### config.mk
export PLATFORM = sky130hd
export DESIGN_NAME = alu_shift_exec
export DESIGN_NICKNAME = d
export VERILOG_FILES = /design/src/rtl/alu_shift_exec.sv
export SDC_FILE = /design/constraint.sdc
export NUM_CORES = 1
export LEC_CHECK = 0
export ABC_CLOCK_PERIOD_IN_PS = 4700
export CORE_MARGIN = 4
export CORE_UTILIZATION = 62
export CTS_CLUSTER_SIZE = 25
export DETAILED_ROUTE_END_ITERATION = 7
export GPL_TIMING_DRIVEN = 1
export PLACE_DENSITY = 0.88
export SYNTH_ARGS = -nofsm -noshare
export SYNTH_HDL_FRONTEND = slang
export SYNTH_SLANG_ARGS = --single-unit
### constraint.sdc
create_clock -name iClk -period 4.7 [get_ports iClk]
set_input_delay 0.705 -clock iClk [delete_from_list [all_inputs] [get_ports iClk]]
set_output_delay 0.705 -clock iClk [all_outputs]
set_load 0.02 [all_outputs]
### src/rtl/alu_shift_exec.sv
// alu_shift_exec: execute-stage unit behind the funct7 decoder.
// Add and sub finish in one cycle. Shifts run iteratively, one bit per cycle,
// so no barrel shifter is needed.
//
// Handshake: a request moves on a rising edge where iValid && oReady.
// A result moves on a rising edge where oValid && iResultReady.
// oValid and the result stay stable until the result is accepted.
// oReady is high only in IDLE, so at most one operation is in flight.
// After the result handoff there is always one IDLE cycle before the next accept.
module alu_shift_exec #(
  parameter int DATA_WIDTH  = 32,
  parameter int SHAMT_WIDTH = 5
) (
  input  logic                  iClk,
  input  logic                  iRstN,
  input  logic                  iValid,
  output logic                  oReady,
  input  logic [2:1]            iArithmeticType,
  input  logic [2:1]            iRightShiftType,
  input  logic                  iShiftLeft,
  input  logic [DATA_WIDTH-1:0] iOpA,
  input  logic [DATA_WIDTH-1:0] iOpB,
  output logic                  oValid,
  input  logic                  iResultReady,
  output logic [DATA_WIDTH-1:0] oResult,
  output logic                  oIllegal,
  output logic [1:0]            oDbgState
);

  typedef enum logic [1:0] {ST_IDLE = 2'd0, ST_SHIFT = 2'd1, ST_DONE = 2'd2} state_t;
  typedef enum logic [1:0] {SK_SLL = 2'd0, SK_SRL = 2'd1, SK_SRA = 2'd2} shift_kind_t;

  state_t                  r_state;
  state_t                  w_state_next;
  shift_kind_t             r_kind;
  logic [DATA_WIDTH-1:0]   r_acc;
  logic [SHAMT_WIDTH-1:0]  r_cnt;
  logic [DATA_WIDTH-1:0]   r_result;
  logic                    r_illegal;

  logic                    w_add, w_sub, w_srl, w_sra, w_sll;
  logic                    w_is_shift, w_legal, w_accept;
  logic [SHAMT_WIDTH-1:0]  w_shamt;
  logic [DATA_WIDTH-1:0]   w_acc_shifted;

  // A request is legal only when exactly one select is active and every other select is zero.
  always_comb begin
    w_add      = (iArithmeticType == 2'b01) && (iRightShiftType == 2'b00) && !iShiftLeft;
    w_sub      = (iArithmeticType == 2'b10) && (iRightShiftType == 2'b00) && !iShiftLeft;
    w_srl      = (iArithmeticType == 2'b00) && (iRightShiftType == 2'b01) && !iShiftLeft;
    w_sra      = (iArithmeticType == 2'b00) && (iRightShiftType == 2'b10) && !iShiftLeft;
    w_sll      = (iArithmeticType == 2'b00) && (iRightShiftType == 2'b00) && iShiftLeft;
    w_is_shift = w_srl || w_sra || w_sll;
    w_legal    = w_add || w_sub || w_is_shift;
    w_shamt    = iOpB[SHAMT_WIDTH-1:0];
    w_accept   = iValid && (r_state == ST_IDLE);
  end

  // Shift the accumulator by one bit in the direction of the latched shift kind.
  always_comb begin
    w_acc_shifted = r_acc;
    case (r_kind)
      SK_SLL:  w_acc_shifted = {r_acc[DATA_WIDTH-2:0], 1'b0};
      SK_SRL:  w_acc_shifted = {1'b0, r_acc[DATA_WIDTH-1:1]};
      SK_SRA:  w_acc_shifted = {r_acc[DATA_WIDTH-1], r_acc[DATA_WIDTH-1:1]};
      default: w_acc_shifted = r_acc;
    endcase
  end

  // State register.
  always_ff @(posedge iClk or negedge iRstN) begin
    if (!iRstN) r_state <= ST_IDLE;
    else        r_state <= w_state_next;
  end

  // Next-state logic and handshake outputs.
  always_comb begin
    w_state_next = r_state;
    oReady       = 1'b0;
    oValid       = 1'b0;
    case (r_state)
      ST_IDLE: begin
        oReady = 1'b1;
        if (w_accept) begin
          if (w_is_shift && (w_shamt != '0)) w_state_next = ST_SHIFT;
          else                               w_state_next = ST_DONE;
        end
      end
      ST_SHIFT: begin
        if (r_cnt == SHAMT_WIDTH'(1)) w_state_next = ST_DONE;
      end
      ST_DONE: begin
        oValid = 1'b1;
        if (iResultReady) w_state_next = ST_IDLE;
      end
      default: w_state_next = ST_IDLE;
    endcase
  end

  // Datapath: capture operands on accept, iterate shifts, and clear the illegal flag on handoff.
  always_ff @(posedge iClk or negedge iRstN) begin
    if (!iRstN) begin
      r_acc     <= '0;
      r_cnt     <= '0;
      r_kind    <= SK_SLL;
      r_result  <= '0;
      r_illegal <= 1'b0;
    end else begin
      case (r_state)
        ST_IDLE: begin
          if (w_accept) begin
            if (!w_legal) begin
              r_result  <= '0;
              r_illegal <= 1'b1;
            end else if (w_add) begin
              r_result <= iOpA + iOpB;
            end else if (w_sub) begin
              r_result <= iOpA - iOpB;
            end else if (w_shamt == '0) begin
              r_result <= iOpA;
            end else begin
              r_acc  <= iOpA;
              r_cnt  <= w_shamt;
              r_kind <= w_sll ? SK_SLL : (w_srl ? SK_SRL : SK_SRA);
            end
          end
        end
        ST_SHIFT: begin
          r_acc <= w_acc_shifted;
          r_cnt <= r_cnt - SHAMT_WIDTH'(1);
          if (r_cnt == SHAMT_WIDTH'(1)) r_result <= w_acc_shifted;
        end
        ST_DONE: begin
          if (iResultReady) r_illegal <= 1'b0;
        end
        default: ;
      endcase
    end
  end

  assign oResult   = r_result;
  assign oIllegal  = r_illegal;
  assign oDbgState = r_state;

endmodule

==> results.cfg <==
[run_status]
status = finished, final reports clean

[timing]
worst-slew-pin-transition_ns = 1.103
finalCriticalPeriod_ns = 3.865
fmaxAchievable_mhz = 258.8
layout_worst_path_cycle_share_pct = 82.23
report.final.setup_viol = 0
finalWorstSetupSlack_ns = 0.8354
timing_hold_violations_final = 0
setup-tns-final_ns = 0
clock_skew_ns = 0.009232
finalMaxSlewViolations = 0
worst_slew_margin_relative_to_its_limit_pct = 26.45
unrepaired_setup_endpoints_after_global_routing = false

[critical_path]
worstRegToRegCells = 10
timing.critical_path.mode_cell = sky130_fd_sc_hd__a21oi_1
timing.critical_path.required_ns = 4.92
crit-reg2reg-launch = oDbgState[1]
crit_path_start_kind = input port
worst_path_largest_cell_delay_ns = 0.63
setup.worst_path.end_class = register
critPathArrivalTime_ns = 4.09
critical_path_cell_list = clkdlybuf4s50_1, ha_1, inv_1, fa_1, o21ai_0, a21oi_1, o21ai_0, buf_4, a31o_2, a21oi_1, or3b_2, a21oi_1, o31ai_2
critical_path_cell_with_the_highest_stage_delay = sky130_fd_sc_hd__clkdlybuf4s50_1
end_of_the_worst_register_to_register_path = oResult[24]
setup.worst_path.class = input port to register
cp-startpoint = iOpB[0]
crit_path_max_fanout = 6
timing.critical_path.to = oResult[30]
rrSetupSlack_ns = 1.81

[final_layout]
syn2layout_area_growth_pct = 17.72
antennaDiodeCount = 0
fin_nets = 1328
post_route_cells_drive_above_1_share_pct = 6.538
utilization_pct = 74.89
final_cell_mix = sky130_fd_sc_hd__nor2_1 (114), sky130_fd_sc_hd__clkdlybuf4s50_1 (108), sky130_fd_sc_hd__nand2_1 (106)
final_common_cell = sky130_fd_sc_hd__nor2_1
final_cell_area_um2 = 9957

[route]
wl_mm = 28.96
post_drt_wl_per_cell_um = 21.16
drt-initial-drc-count = 1342
via_per_instance_ratio = 6.859
route.antenna.remaining_nets = 0
vias = 9390
detail_route.first_pass.iterations = 6
met3_layer_wire_length_in_the_routed_design_mm = 3.769
max_used_layer = met4
met2RoutedLength_mm = 12.40
dr_drc_count = 0
route.layer.met1.wl_mm = 11.71

[global_routing]
grt_start_max_net_pins = 75
global_route_wire_length_before_repair_mm = 45.60
grt-ovfl-total = 0
gr-usage-all-layers_pct = 35.79
first_global_vias = 8650
grt_antenna_before_repair = 0

[floorplan]
ioPinCount = 110
horizontal_die_dimension_um = 124.8
placementRows = 42
fp.dieH_um = 124.8
initial_core_util_pct = 63.62
dieArea_um2 = 15580
core_um2 = 13300

[flow_run]
maxCapViolations = 0

[power_and_ir_drop]
leakagePower_nw = 4.137
switchingPower_mw = 1.910
clockPowerShare_pct = 18.5
comb_power_share_pct = 51.6
netSwitchingFraction_pct = 44.30
sequential_power_share_pct = 29.9
powerDensity_nw_per_um2 = 433.0
p_int_mw = 2.401
power.ir.vdd_worst_mv = 0.2473

[placed_design]
portBuffers = 109
gp_congestion = 1.006
placed_area_um2 = 9622
dpl_worst_slack_ns = 0.6224
hpwl_mm = 21.44

[synthesis]
postSynthRegisterBits = 74
synth.avg_cell_area_um2 = 7.505
synth_nets = 1267
combined_area_of_all_synthesized_cells_um2 = 8458
ys_warn_count = 0
synthFlopType = sky130_fd_sc_hd__dfrtp_1
synthCells = 1127
synth_enable_flop_cells = 0
synth_async_sr_flop_share_pct = 100.0
ys_types = 87
sequential_cell_area_fraction_in_the_yosys_report_pct = 21.89

[cts]
cts_tree = done
cts_hold_repair_buffers = 0
cts-root-buf = sky130_fd_sc_hd__clkbuf_16
cts_buf_count = 9
worst_setup_hold_path_clk_slew_ns = 0.06
clock-sinks = 74
number_of_buffers_between_clock_root_and_the_deepest_sink = 2
post_cts_resize_count = 0
post-cts-setup-buffer-count = 0
clk_latency_ns = 0.34
cts_max_level = 3

[worst_hold_path]
hold_class = register to register
==> flip-flops by register name, indices dropped and copies added, names as in the netlist <==
name	flops
oIllegal	1
r_acc	32
r_cnt	5
oDbgState	2
oResult	32
r_kind	2
==> worst min path at each step <==
stage	startpoint	to	slack (ns)	cells after the start
final	oResult[5]	oResult[5]	0.49	2
after global routing	oResult[5]	oResult[5]	0.49	2
after CTS	oResult[5]	oResult[5]	0.49	2
after detailed placement	oResult[5]	oResult[5]	0.47	2
after global placement	oResult[7]	oResult[7]	0.46	2
after floorplan	iRstN	oDbgState[0]	0.41	0
==> synthesized netlist by cell type, drive strengths merged, types with 11 or more instances <==
master | instances | area [µm²]
ha | 65 | 813.3
o21ai | 90 | 465.5
dfrtp | 74 | 1852
a31oi | 21 | 167.7
a21o | 16 | 120.1
nand2 | 106 | 397.9
o211ai | 33 | 252.7
buf | 19 | 116.4
mux2i | 22 | 220.2
o21bai | 12 | 90.09
o31ai | 11 | 87.58
nand3 | 22 | 110.1
o221ai | 23 | 201.4
nor2b | 19 | 121.4
a211oi | 22 | 177.7
o21a | 11 | 83.83
nor3 | 25 | 140.1
inv | 75 | 281.5
nor2 | 117 | 441.7
nand2b | 33 | 206.5
a211o | 11 | 98.85
clkbuf | 59 | 221.5
a21oi | 96 | 484.2
==> kinds of logic after synthesis <==
family                   share of synthesized area, %
AND/OR/NAND/NOR                                 21.11
flip-flops                                      21.89
multiplexers                                    2.604
AO/OA/AOI/OAI                                   35.74
XOR/XNOR                                        1.243
adder cells (fa/ha/maj)                         10.09
buffers and inverters                           7.322
==> cell type report <==
class	instances	area (µm²)
inverter	75	281.5
clock buffer	11	232.7
clock inverter	5	102.6
tap	176	220.2
fill	1063	3338
multi-input combinational	900	6011
sequential	74	1853
timing repair buffer	128	1256
==> through the flow <==
step,instances,hold slack [ns],power [mW]
floorplan,1127,0.4094,2.668
global placement,1353,0.4645,3.393
detailed placement,1353,0.4750,3.454
CTS,1369,0.4897,4.265
global route,1369,0.4933,4.577
finish,1369,0.4854,4.312
==> critical path: cells and delay by family <==
kind | cells | cell delay (ns)
AO/OA/AOI/OAI | 7 | 1.36
buffers and inverters | 3 | 0.88
adder cells (fa/ha/maj) | 2 | 0.63
AND/OR/NAND/NOR | 1 | 0.49
==> routing by layer <==
metal	track usage (%)	vias up
li1	-	4262
met1	50.68	4403
met2	52.83	621
met3	8.233	104
met4	13.99	0
met5	0	-
==> power by group through the flow <==
| stage | combinational (mW) | clock (mW) | sequential (mW) |
|---|---|---|---|
| final | 2.22 | 0.798 | 1.29 |
| after global routing | 2.42 | 0.826 | 1.33 |
| after CTS | 2.19 | 0.795 | 1.28 |
| after detailed placement | 2.17 | 0 | 1.28 |
| after global placement | 2.12 | 0 | 1.27 |
| after floorplan | 1.39 | 0 | 1.27 |
(Power assumes the default switching activity.)
